$ cat config.mk
export PLATFORM = sky130hd
export DESIGN_NAME = uart_bus_master
export DESIGN_NICKNAME = d
export VERILOG_FILES = /design/src/rtl/uart_bus_master_pkg.sv /design/src/rtl/uart_bus_master_phy.sv /design/src/rtl/uart_bus_master.sv
export SDC_FILE = /design/constraint.sdc
export NUM_CORES = 1
export LEC_CHECK = 0
export ABC_AREA = 1
export BUFFER_PORTS_ARGS = -buffer_cell sky130_fd_sc_hd__buf_2
export CORE_MARGIN = 4
export CORE_UTILIZATION = 45
export CTS_CLUSTER_DIAMETER = 60
export DETAILED_ROUTE_END_ITERATION = 12
export GPL_TIMING_DRIVEN = 1
export HOLD_SLACK_MARGIN = 0.03
export PLACE_DENSITY = 0.64
export SYNTH_ARGS = -nofsm -noshare
export SYNTH_HDL_FRONTEND = slang
export SYNTH_SLANG_ARGS = --single-unit
$ cat constraint.sdc
create_clock -name clk -period 4.5 [get_ports clk]
set_input_delay 0 -clock clk [delete_from_list [all_inputs] [get_ports clk]]
set_output_delay 0 -clock clk [all_outputs]
set_load 0.05 [all_outputs]
$ cat src/rtl/uart_bus_master_pkg.sv
// uart_bus_master_pkg
// Shared constants and state encodings for the UART-to-bus debug bridge.
// Holds the command/response byte values, datapath widths, the parser
// state enum and the receiver state enum.
package uart_bus_master_pkg;

    localparam int unsigned DATA_W = 32;
    localparam int unsigned BYTE_W = 8;
    localparam int unsigned CNT_W  = 16;

    localparam logic [BYTE_W-1:0] CMD_READ    = 8'h52;  // 'R'
    localparam logic [BYTE_W-1:0] CMD_WRITE   = 8'h57;  // 'W'
    localparam logic [BYTE_W-1:0] RSP_ACK     = 8'h4B;  // 'K'
    localparam logic [BYTE_W-1:0] RSP_UNKNOWN = 8'h3F;  // '?'
    localparam logic [BYTE_W-1:0] RSP_TIMEOUT = 8'h54;  // 'T'

    typedef enum logic [2:0] {
        S_CMD,
        S_ADDR,
        S_WDATA,
        S_BUS,
        S_RESP
    } state_t;

    typedef enum logic [1:0] {
        RX_IDLE,
        RX_START,
        RX_DATA,
        RX_STOP
    } rx_state_t;

endpackage

$ cat src/rtl/uart_bus_master_phy.sv
// uart_bus_master_phy
// 8N1 byte deserialiser and serialiser, bit period CLK_DIV clk cycles.
// Ports:
//   clk, resetn          clock, synchronous active-low reset
//   ser_rx / ser_tx      serial line in / out (idle high)
//   rx_data, rx_strobe   received byte, one-cycle strobe at stop-bit sample
//   rx_ferr              one-cycle pulse when the stop bit samples 0
//   tx_data, tx_start    byte to send; start honoured when tx_busy is low
//   tx_busy              transmitter occupied; drops in the last stop-bit
//                        cycle so a following byte can start back-to-back
module uart_bus_master_phy
    import uart_bus_master_pkg::*;
#(
    parameter int unsigned CLK_DIV = 651
) (
    input  logic              clk,
    input  logic              resetn,
    input  logic              ser_rx,
    output logic              ser_tx,
    output logic [BYTE_W-1:0] rx_data,
    output logic              rx_strobe,
    output logic              rx_ferr,
    input  logic [BYTE_W-1:0] tx_data,
    input  logic              tx_start,
    output logic              tx_busy
);

    localparam logic [CNT_W-1:0] BIT_LAST  = CNT_W'(CLK_DIV - 1);
    localparam logic [CNT_W-1:0] HALF_LAST = CNT_W'(CLK_DIV / 2 - 1);

    rx_state_t         r_rx_state;
    logic [CNT_W-1:0]  r_rx_cnt;
    logic [2:0]        r_rx_bit;
    logic [BYTE_W-1:0] r_rx_shift;
    logic [BYTE_W-1:0] r_rx_data;
    logic              r_rx_strobe;
    logic              r_rx_ferr;

    logic [BYTE_W:0]   r_tx_shift;
    logic [3:0]        r_tx_bits;
    logic [CNT_W-1:0]  r_tx_cnt;
    logic              r_tx_active;
    logic              r_tx_busy;
    logic              r_ser_tx;

    assign rx_data   = r_rx_data;
    assign rx_strobe = r_rx_strobe;
    assign rx_ferr   = r_rx_ferr;
    assign ser_tx    = r_ser_tx;
    assign tx_busy   = r_tx_busy;

    // Receiver: half-bit to the start midpoint, then full bits
    always_ff @(posedge clk) begin
        if (!resetn) begin
            r_rx_state  <= RX_IDLE;
            r_rx_cnt    <= '0;
            r_rx_bit    <= '0;
            r_rx_shift  <= '0;
            r_rx_data   <= '0;
            r_rx_strobe <= 1'b0;
            r_rx_ferr   <= 1'b0;
        end else begin
            r_rx_strobe <= 1'b0;
            r_rx_ferr   <= 1'b0;
            case (r_rx_state)
                RX_IDLE: begin
                    if (!ser_rx) begin
                        r_rx_state <= RX_START;
                        r_rx_cnt   <= HALF_LAST;
                    end
                end
                RX_START: begin
                    if (r_rx_cnt != '0) begin
                        r_rx_cnt <= r_rx_cnt - CNT_W'(1);
                    end else if (ser_rx) begin
                        // Line back high at the midpoint: glitch, not a start bit
                        r_rx_state <= RX_IDLE;
                    end else begin
                        r_rx_state <= RX_DATA;
                        r_rx_cnt   <= BIT_LAST;
                        r_rx_bit   <= '0;
                    end
                end
                RX_DATA: begin
                    if (r_rx_cnt != '0) begin
                        r_rx_cnt <= r_rx_cnt - CNT_W'(1);
                    end else begin
                        r_rx_shift <= {ser_rx, r_rx_shift[BYTE_W-1:1]};
                        r_rx_cnt   <= BIT_LAST;
                        if (r_rx_bit == 3'd7) begin
                            r_rx_state <= RX_STOP;
                        end else begin
                            r_rx_bit <= r_rx_bit + 3'd1;
                        end
                    end
                end
                RX_STOP: begin
                    if (r_rx_cnt != '0) begin
                        r_rx_cnt <= r_rx_cnt - CNT_W'(1);
                    end else begin
                        // Back to idle at the stop midpoint so the next start edge is seen
                        r_rx_state <= RX_IDLE;
                        if (ser_rx) begin
                            r_rx_data   <= r_rx_shift;
                            r_rx_strobe <= 1'b1;
                        end else begin
                            r_rx_ferr <= 1'b1;
                        end
                    end
                end
                default: r_rx_state <= RX_IDLE;
            endcase
        end
    end

    // Transmitter: start bit, 8 data bits, stop bit; reloadable in last stop cycle
    always_ff @(posedge clk) begin
        if (!resetn) begin
            r_tx_shift  <= '0;
            r_tx_bits   <= '0;
            r_tx_cnt    <= '0;
            r_tx_active <= 1'b0;
            r_tx_busy   <= 1'b0;
            r_ser_tx    <= 1'b1;
        end else if (tx_start) begin
            r_ser_tx    <= 1'b0;
            r_tx_shift  <= {1'b1, tx_data};
            r_tx_bits   <= 4'd9;
            r_tx_cnt    <= BIT_LAST;
            r_tx_active <= 1'b1;
            r_tx_busy   <= 1'b1;
        end else if (r_tx_active) begin
            if (r_tx_cnt != '0) begin
                r_tx_cnt <= r_tx_cnt - CNT_W'(1);
                if (r_tx_bits == 4'd0 && r_tx_cnt == CNT_W'(1)) begin
                    r_tx_busy <= 1'b0;
                end
            end else if (r_tx_bits != 4'd0) begin
                r_ser_tx   <= r_tx_shift[0];
                r_tx_shift <= {1'b1, r_tx_shift[BYTE_W:1]};
                r_tx_bits  <= r_tx_bits - 4'd1;
                r_tx_cnt   <= BIT_LAST;
            end else begin
                r_tx_active <= 1'b0;
                r_ser_tx    <= 1'b1;
            end
        end
    end

endmodule

$ cat src/rtl/uart_bus_master.sv
// uart_bus_master
// Serial-to-bus debug bridge: parses 'R'/'W' commands from the UART line,
// runs one PicoRV32 native-interface transfer and replies over UART.
// Optional feature macro: UART_BUS_MASTER_TIMEOUT_EN adds a bus wait limit
// of TIMEOUT_CYCLES cycles, after which the reply is 'T'.
// Ports:
//   clk, resetn                      clock, synchronous active-low reset
//   ser_rx / ser_tx                  UART line in / out
//   mem_valid, mem_addr, mem_wdata,  bus request (word address, wstrb F
//   mem_wstrb                        for writes, 0 for reads)
//   mem_rdata, mem_ready             bus completion and read data
//   busy                             command accepted until reply done
module uart_bus_master
    import uart_bus_master_pkg::*;
#(
    parameter int unsigned CLK_DIV        = 651,
    parameter int unsigned TIMEOUT_CYCLES = 4096
) (
    input  logic              clk,
    input  logic              resetn,
    input  logic              ser_rx,
    output logic              ser_tx,
    output logic              mem_valid,
    output logic [DATA_W-1:0] mem_addr,
    output logic [DATA_W-1:0] mem_wdata,
    output logic [3:0]        mem_wstrb,
    input  logic [DATA_W-1:0] mem_rdata,
    input  logic              mem_ready,
    output logic              busy
);

    state_t            r_state;
    logic [1:0]        r_byte_cnt;
    logic              r_is_write;
    logic [DATA_W-1:0] r_shift;
    logic              r_mem_valid;
    logic [DATA_W-1:0] r_mem_addr;
    logic [DATA_W-1:0] r_mem_wdata;
    logic [3:0]        r_mem_wstrb;
    logic [DATA_W-1:0] r_resp_buf;
    logic [2:0]        r_resp_left;
    logic              r_busy;

    logic [BYTE_W-1:0] w_rx_data;
    logic              w_rx_strobe;
    logic              w_rx_ferr;
    logic              w_tx_start;
    logic              w_tx_busy;
    logic [DATA_W-1:0] w_shift_next;

`ifdef UART_BUS_MASTER_TIMEOUT_EN
    localparam logic [CNT_W-1:0] TO_LIMIT =
        (TIMEOUT_CYCLES == 0)     ? '0 :
        (TIMEOUT_CYCLES > 65536)  ? '1 : CNT_W'(TIMEOUT_CYCLES - 1);
    logic [CNT_W-1:0] r_to_cnt;
`else
    // Without the timeout S_BUS holds until mem_ready; the parameter is inert.
    if (TIMEOUT_CYCLES == 0) begin : g_timeout_inert
    end
`endif

    assign mem_valid = r_mem_valid;
    assign mem_addr  = r_mem_addr;
    assign mem_wdata = r_mem_wdata;
    assign mem_wstrb = r_mem_wstrb;
    assign busy      = r_busy;

    // Little-endian fields: each new byte enters at the top
    assign w_shift_next = {w_rx_data, r_shift[DATA_W-1:BYTE_W]};

    // Feed the next reply byte as soon as the serialiser can take it
    assign w_tx_start = (r_state == S_RESP) && (r_resp_left != 3'd0) && !w_tx_busy;

    uart_bus_master_phy #(
        .CLK_DIV (CLK_DIV)
    ) u_phy (
        .clk       (clk),
        .resetn    (resetn),
        .ser_rx    (ser_rx),
        .ser_tx    (ser_tx),
        .rx_data   (w_rx_data),
        .rx_strobe (w_rx_strobe),
        .rx_ferr   (w_rx_ferr),
        .tx_data   (r_resp_buf[BYTE_W-1:0]),
        .tx_start  (w_tx_start),
        .tx_busy   (w_tx_busy)
    );

    // Command parser, bus handshake and response sequencer
    always_ff @(posedge clk) begin
        if (!resetn) begin
            r_state     <= S_CMD;
            r_byte_cnt  <= '0;
            r_is_write  <= 1'b0;
            r_shift     <= '0;
            r_mem_valid <= 1'b0;
            r_mem_addr  <= '0;
            r_mem_wdata <= '0;
            r_mem_wstrb <= '0;
            r_resp_buf  <= '0;
            r_resp_left <= '0;
            r_busy      <= 1'b0;
`ifdef UART_BUS_MASTER_TIMEOUT_EN
            r_to_cnt    <= '0;
`endif
        end else begin
            case (r_state)
                S_CMD: begin
                    if (w_rx_strobe) begin
                        r_busy     <= 1'b1;
                        r_byte_cnt <= '0;
                        if (w_rx_data == CMD_READ || w_rx_data == CMD_WRITE) begin
                            r_is_write <= (w_rx_data == CMD_WRITE);
                            r_state    <= S_ADDR;
                        end else begin
                            r_resp_buf  <= DATA_W'(RSP_UNKNOWN);
                            r_resp_left <= 3'd1;
                            r_state     <= S_RESP;
                        end
                    end
                end
                S_ADDR: begin
                    if (w_rx_ferr) begin
                        r_state <= S_CMD;
                        r_busy  <= 1'b0;
                    end else if (w_rx_strobe) begin
                        r_shift    <= w_shift_next;
                        r_byte_cnt <= r_byte_cnt + 2'd1;
                        if (r_byte_cnt == 2'd3) begin
                            r_mem_addr <= {w_shift_next[DATA_W-1:2], 2'b00};
                            r_byte_cnt <= '0;
                            if (r_is_write) begin
                                r_state <= S_WDATA;
                            end else begin
                                r_mem_wstrb <= 4'h0;
                                r_mem_valid <= 1'b1;
                                r_state     <= S_BUS;
`ifdef UART_BUS_MASTER_TIMEOUT_EN
                                r_to_cnt    <= '0;
`endif
                            end
                        end
                    end
                end
                S_WDATA: begin
                    if (w_rx_ferr) begin
                        r_state <= S_CMD;
                        r_busy  <= 1'b0;
                    end else if (w_rx_strobe) begin
                        r_shift    <= w_shift_next;
                        r_byte_cnt <= r_byte_cnt + 2'd1;
                        if (r_byte_cnt == 2'd3) begin
                            r_mem_wdata <= w_shift_next;
                            r_mem_wstrb <= 4'hF;
                            r_mem_valid <= 1'b1;
                            r_state     <= S_BUS;
`ifdef UART_BUS_MASTER_TIMEOUT_EN
                            r_to_cnt    <= '0;
`endif
                        end
                    end
                end
                S_BUS: begin
                    if (mem_ready) begin
                        r_mem_valid <= 1'b0;
                        r_state     <= S_RESP;
                        if (r_is_write) begin
                            r_resp_buf  <= DATA_W'(RSP_ACK);
                            r_resp_left <= 3'd1;
                        end else begin
                            r_resp_buf  <= mem_rdata;
                            r_resp_left <= 3'd4;
                        end
                    end
`ifdef UART_BUS_MASTER_TIMEOUT_EN
                    else if (r_to_cnt >= TO_LIMIT) begin
                        r_mem_valid <= 1'b0;
                        r_resp_buf  <= DATA_W'(RSP_TIMEOUT);
                        r_resp_left <= 3'd1;
                        r_state     <= S_RESP;
                    end else begin
                        r_to_cnt <= r_to_cnt + CNT_W'(1);
                    end
`endif
                end
                S_RESP: begin
                    if (w_tx_start) begin
                        r_resp_buf  <= r_resp_buf >> BYTE_W;
                        r_resp_left <= r_resp_left - 3'd1;
                    end else if (r_resp_left == 3'd0 && !w_tx_busy) begin
                        // Last byte handed over and its stop bit is ending
                        r_state <= S_CMD;
                        r_busy  <= 1'b0;
                    end
                end
                default: r_state <= S_CMD;
            endcase
        end
    end

endmodule

==> flow_summary.json, run 1 <==
{
  "synthDistinctLibCells": 43,
  "final_hold_viol_count": 0,
  "grt_antenna_before_repair": 0,
  "clock-sinks": 201,
  "slowest_delay_ns": 0.51,
  "yosysTopAreaCellShare_pct": 44.67,
  "ff2ff_setup_slack_ns": 2.03,
  "ys_ff_latch": 201,
  "cellLeakagePower_nw": 4.967,
  "drt_pass1_iterations": 5,
  "via_per_inst": 5.033,
  "crit_fanout": 25,
  "post-place-ws_ns": 2.046,
  "path_clk_slew_ns": 0.06,
  "yosysTopAreaCell": "dfxtp_1",
  "path_class": "flip-flop to flip-flop",
  "grt_pass1_wl_um": 37230,
  "crit_top_cell": "nand2_1",
  "syn-cell-area_um2": 9007,
  "die_w_um": 149.5,
  "cts_resized": 0,
  "pwr_density_cell_nw_per_um2": 588.7,
  "core-area_um2": 19590,
  "dpl.hpwl_um": 14460,
  "critPathLaunchType": "flip-flop",
  "cp.arrival_ns": 2.89,
  "clk_path_buf_depth": 3,
  "grtUsageMet1_pct": 28.50,
  "antenna_left": 0,
  "worstPathCellList": "inv_1 -> ha_1 -> nand2_1 -> nand2_1 -> nor2_8 -> inv_1 -> nand2_1 -> inv_1 -> nand2_1 -> o21ai_0",
  "postPlaceCellArea_um2": 9599,
  "clkPwrFrac_pct": 28.6,
  "clock_skew_ns": 0.01244,
  "worst_slew_pin_slew_ns": 1.103,
  "synth_edf_count": 0,
  "rsz0062_at_grt": "no",
  "synthArstFlopShare_pct": 0,
  "drive_gt1_share_pct": 12.37,
  "port_buffers": 104,
  "drv_cap": 0,
  "routedWlPerCell_um": 13.36,
  "wirelength_um": 22130,
  "clk_latency_ns": 0.50,
  "pwr-share-comb_pct": 36.4,
  "die_h_um": 149.5,
  "fmax_ghz": 0.4055,
  "grt.overflow.total": 0,
  "area_growth_pct": 18.39,
  "maxSlewHeadroom_pct": 26.40,
  "synth_commonest_cells": "320 x nor2_1, 201 x dfxtp_1, 192 x nand2_1, 139 x o21ai_0, 93 x inv_1",
  "cts_tree": "yes",
  "num_vias": 8334,
  "grt_max_degree": 83,
  "rows": 51,
  "layout_setup_ws_ns": 2.034,
  "drc": 0,
  "gr-usage-all-layers_pct": 19.66,
  "pin_count": 107,
  "grt.met2_usage_pct": 31.27,
  "htreeDepth": 1,
  "initial_core_util_pct": 45.98,
  "cts_root_buffer": "clkbuf_16",
  "synth_area_per_cell_um2": 7.081,
  "pwr-share-seq_pct": 35.0,
  "yosysWarnings": 0,
  "cpMaxStageDelayCell": "inv_1",
  "fin_tns_setup_ns": 0,
  "cts_inserted_buffers": 22,
  "sw_frac_of_total_pct": 38.95,
  "min_period_ns": 2.466,
  "antenna_cells": 0,
  "p_int_mw": 3.833,
  "hold_path_class": "input pin to flip-flop",
  "postSynthCellCount": 1272,
  "ys_top_cells_by_area": "dfxtp_1 45%, nor2_1 13%, nand2_1 8.0%",
  "finalCritPeriodShare_pct": 54.81,
  "synth.yosys.seq_area_share_pct": 44.67,
  "top_usage_layer": "met2",
  "die-area_um2": 22340,
  "endpoint_kind": "flip-flop",
  "post-synth-top-count-cell": "nor2_1",
  "use_met3_pct": 2.726,
  "fin_area_um2": 10660,
  "p_sw_mw": 2.445,
  "grt_pass1_vias": 7672,
  "crit_required_ns": 4.92,
  "setup_viol": 0,
  "drtIter0Drc": 489,
  "slew_viol_final": 0,
  "run_status": "completed",
  "place_congestion": 0.8874,
  "ir_worst_vdd_uv": 296.0,
  "fin_nets": 1429,
  "synth-main-ff-cell": "dfxtp_1"
}
-- final timing paths --
kind	startpoint	endpoint	cells past startpoint
worst max-delay path	r_resp_left[0]	u_phy.r_tx_shift[1]	10
worst min-delay path	resetn	u_phy.r_tx_cnt[1]	3
worst max register to register	r_resp_left[0]	u_phy.r_tx_shift[1]	10
worst min register to register	r_resp_buf[2]	r_resp_buf[2]	2
-- flip-flops by register name, summed over array words and instances, names as in the netlist, 9 cells and up, named ones only --
name              count
mem_wdata            32
r_resp_buf           32
mem_addr             30
r_shift              24
u_phy.r_rx_cnt       16
u_phy.r_tx_cnt       16
u_phy.r_tx_shift      9
-- worst max-delay path: cells and delay by family (launching register included) --
| kind | cells | cell delay [ns] |
|---|---|---|
| AOI/OAI and AO/OA | 1 | 0.21 |
| and+or+nand+nor | 5 | 0.85 |
| adders and majority gates | 1 | 0.14 |
| DFF | 1 | 0.30 |
| buffers and inverters | 3 | 0.87 |
-- cells in the final DEF (no fill, tap or decap), types with 6 or more instances in the layout --
cell type	n
a21oi_1	78
a22o_1	17
buf_2	103
clkbuf_16	22
clkinv_2	6
dfxtp_1	201
dlygate4sd3_1	34
ha_1	15
inv_1	93
nand2_1	192
nand3_1	50
nand3b_1	7
nand4_1	15
nor2_1	318
nor2_2	6
o21ai_0	139
o21ai_1	22
xor2_1	9
-- power by group through the flow --
stage               Sequential (mW)  Combinational [mW]  Clock (mW)
floorplan                      2.22                1.84           0
global placement               2.23                2.23           0
detailed placement             2.24                2.25           0
CTS                            2.20                2.27        1.83
global route                   2.23                2.63        1.90
finish                         2.20                2.28        1.79
-- metal layers --
layer,vias up,wire (um)
li1,4333,-
met1,3803,11020
met2,171,9725
met3,27,1048
met4,0,331
met5,-,0
-- area by class of cell --
class                   instances  area, um^2
fillers                      1919        8926
repair buffers                142       893.4
clock buffers                  27       609.3
inverters                      99       374.1
multi-input cells             912        4317
clock inverters                10       115.1
well taps                     265       331.6
flip-flops and latches        201        4024
-- stage by stage --
stage               hold WS [ns]  total power, mW  std cells  util, %
finish                   0.08208            6.278       1656    54.44
global route              0.1162            6.765       1656    54.44
CTS                      0.07167            6.302       1656    54.44
detailed placement        0.3050            4.483       1585    49.00
global placement          0.2976            4.463       1585    49.00
floorplan                0.07851            4.061       1273        -
-- cells by family (layout without fill, tap and decap cells) --
kind of cell / after synthesis / count (layout) / share of synthesized area, %
other: 1 / 2 / 0.04163
adder cells (fa/ha/maj): 15 / 15 / 2.084
XOR/XNOR: 13 / 13 / 1.264
AND/OR/NAND/NOR: 613 / 613 / 28.39
buffers and inverters: 160 / 278 / 7.501
AO/OA/AOI/OAI: 269 / 269 / 16.04
flip-flops: 201 / 201 / 44.67
-- what timing repair did --
action                                 CTS  global route
endpoints found under the hold margin   37             0
hold buffers                            34             0
setup buffers                            0             0
No activity file was read; power rests on OpenSTA's default activity.
==> run 2: changes to the inputs <==
==> constraint.sdc (replaced) <==
create_clock -name clk -period 2.31 [get_ports clk]
set_input_delay 0 -clock clk [delete_from_list [all_inputs] [get_ports clk]]
set_output_delay 0 -clock clk [all_outputs]
set_load 0.05 [all_outputs]
==> flow_summary.json, run 2 (synthesized netlist as in run 1, its figures left out) <==
{
  "cts_root_buffer": "clkbuf_16",
  "via_per_inst": 5.011,
  "setup_viol": 0,
  "slowest_delay_ns": 0.32,
  "die_h_um": 149.5,
  "maxSlewHeadroom_pct": 63.22,
  "htreeDepth": 1,
  "grt_antenna_before_repair": 0,
  "hold_path_class": "input pin to flip-flop",
  "drtIter0Drc": 530,
  "cpMaxStageDelayCell": "dfxtp_1",
  "cts_tree": "yes",
  "finalCritPeriodShare_pct": 87.33,
  "gr-usage-all-layers_pct": 20.20,
  "path_clk_slew_ns": 0.06,
  "pin_count": 107,
  "layout_commonest_cell": "nor2_1",
  "initial_core_util_pct": 45.98,
  "post-place-ws_ns": 0.1400,
  "fin_nets": 1447,
  "regArea_um2": 4024,
  "fmax_ghz": 0.4957,
  "drt_pass1_iterations": 5,
  "dpl.hpwl_um": 15390,
  "num_vias": 8403,
  "utilization_pct": 55.55,
  "die-area_um2": 22340,
  "grt_pass1_wl_um": 38220,
  "crit-reg2reg-launch": "r_resp_left[0]",
  "fin_tns_setup_ns": 0,
  "run_status": "completed",
  "clock_skew_ns": 0.01755,
  "drive_gt1_share_pct": 13.88,
  "clk_path_buf_depth": 3,
  "worst_slew_pin_slew_ns": 0.5511,
  "multi_input_area_um2": 4319,
  "drc": 0,
  "final_hold_viol_count": 0,
  "port_buffers": 104,
  "fillCellCount": 1920,
  "min_period_ns": 2.017,
  "drv_cap": 0,
  "hold_start": "mem_rdata[3]",
  "crit_fanout": 27,
  "critPathLaunchType": "flip-flop",
  "slew_viol_final": 0,
  "cp.arrival_ns": 2.45,
  "core-area_um2": 19590,
  "path_class": "flip-flop to flip-flop",
  "area_growth_pct": 20.82,
  "antenna_left": 0,
  "layout_setup_ws_ns": 0.2928,
  "grt_max_degree": 56,
  "endpoint_kind": "flip-flop",
  "fin_area_um2": 10880,
  "antenna_cells": 0,
  "die_w_um": 149.5,
  "rsz0062_at_grt": "no",
  "cts_inserted_buffers": 23,
  "critPathLaunch": "r_resp_left[0]",
  "worstPathCellList": "inv_1 -> ha_1 -> nand2_1 -> nand2_1 -> nor2_8 -> o22ai_2 -> nor2_8 -> nand2_4 -> inv_4 -> nor2_1 -> nor2_1",
  "pwr_density_cell_nw_per_um2": 1170,
  "postPlaceCellArea_um2": 9742,
  "rows": 51,
  "clock-sinks": 201,
  "most-common-layout-cells": "317 x nor2_1, 201 x dfxtp_1, 192 x nand2_1, 139 x o21ai_0, 103 x buf_2",
  "postCtsSetupRepairBufs": 0,
  "grt_pass1_vias": 7756,
  "crit_required_ns": 2.74,
  "place_congestion": 0.8712,
  "routedWlPerCell_um": 13.67,
  "wirelength_um": 22930,
  "cellLeakagePower_nw": 5.097,
  "ir_worst_vdd_uv": 620.9,
  "grt.overflow.total": 0,
  "clk_latency_ns": 0.51
}
run 2: power breakdown:
group | leakage (nW) | switching (mW) | internal [mW]
combinational | 3.06 | 3.05 | 1.51
clock | 0.409 | 1.47 | 2.41
sequential | 1.63 | 0.341 | 3.94
run 2: cell type report:
cell class                      instances  area share (%)
Tap cell                              265           3.047
Timing Repair Buffer                  159           9.335
Sequential cell                       201           36.97
Clock buffer                           28           5.829
Clock inverter                         13           1.690
Multi-Input combinational cell        912           39.69
Inverter                               99           3.438
run 2: metrics by stage:
stage               power (mW)  hold slack (ns)  instances
floorplan                7.911          0.07851       1273
global placement         8.773           0.2968       1604
detailed placement       8.823           0.2925       1604
CTS                      12.78          0.03017       1677
global route             13.67          0.09630       1677
finish                   12.73          0.04594       1677
run 2: worst max-delay path: cells and delay by family (launching register included):
kind	cells	cell delay (ns)
AND/OR/NAND/NOR	7	0.92
adder cells (fa/ha/maj)	1	0.19
AO/OA/AOI/OAI	1	0.12
flip-flops	1	0.32
buffers and inverters	2	0.37
run 2: timing repair:
item / in CTS / in global routing
resized for setup: 0 / 1
hold endpoints to repair: 78 / 0
endpoints found under the setup margin: 0 / 6
hold buffers: 32 / 0
run 2: final timing paths:
kind                                          to  slack, ns  cells after the start
worst max-delay path              r_resp_left[1]       0.29                     11
worst min-delay path               r_resp_buf[3]       0.05                      6
worst max register to register    r_resp_left[1]       0.29                     11
worst min register to register  u_phy.rx_data[0]       0.44                      2
run 2: metal layers:
| layer | track usage [%] | share of wire [%] | vias to the layer above |
|---|---|---|---|
| li1 | - | - | 4372 |
| met1 | 28.86 | 48 | 3787 |
| met2 | 32.10 | 45 | 217 |
| met3 | 3.483 | 5.9 | 27 |
| met4 | 4.622 | 1.5 | 0 |
| met5 | 0 | 0 | - |
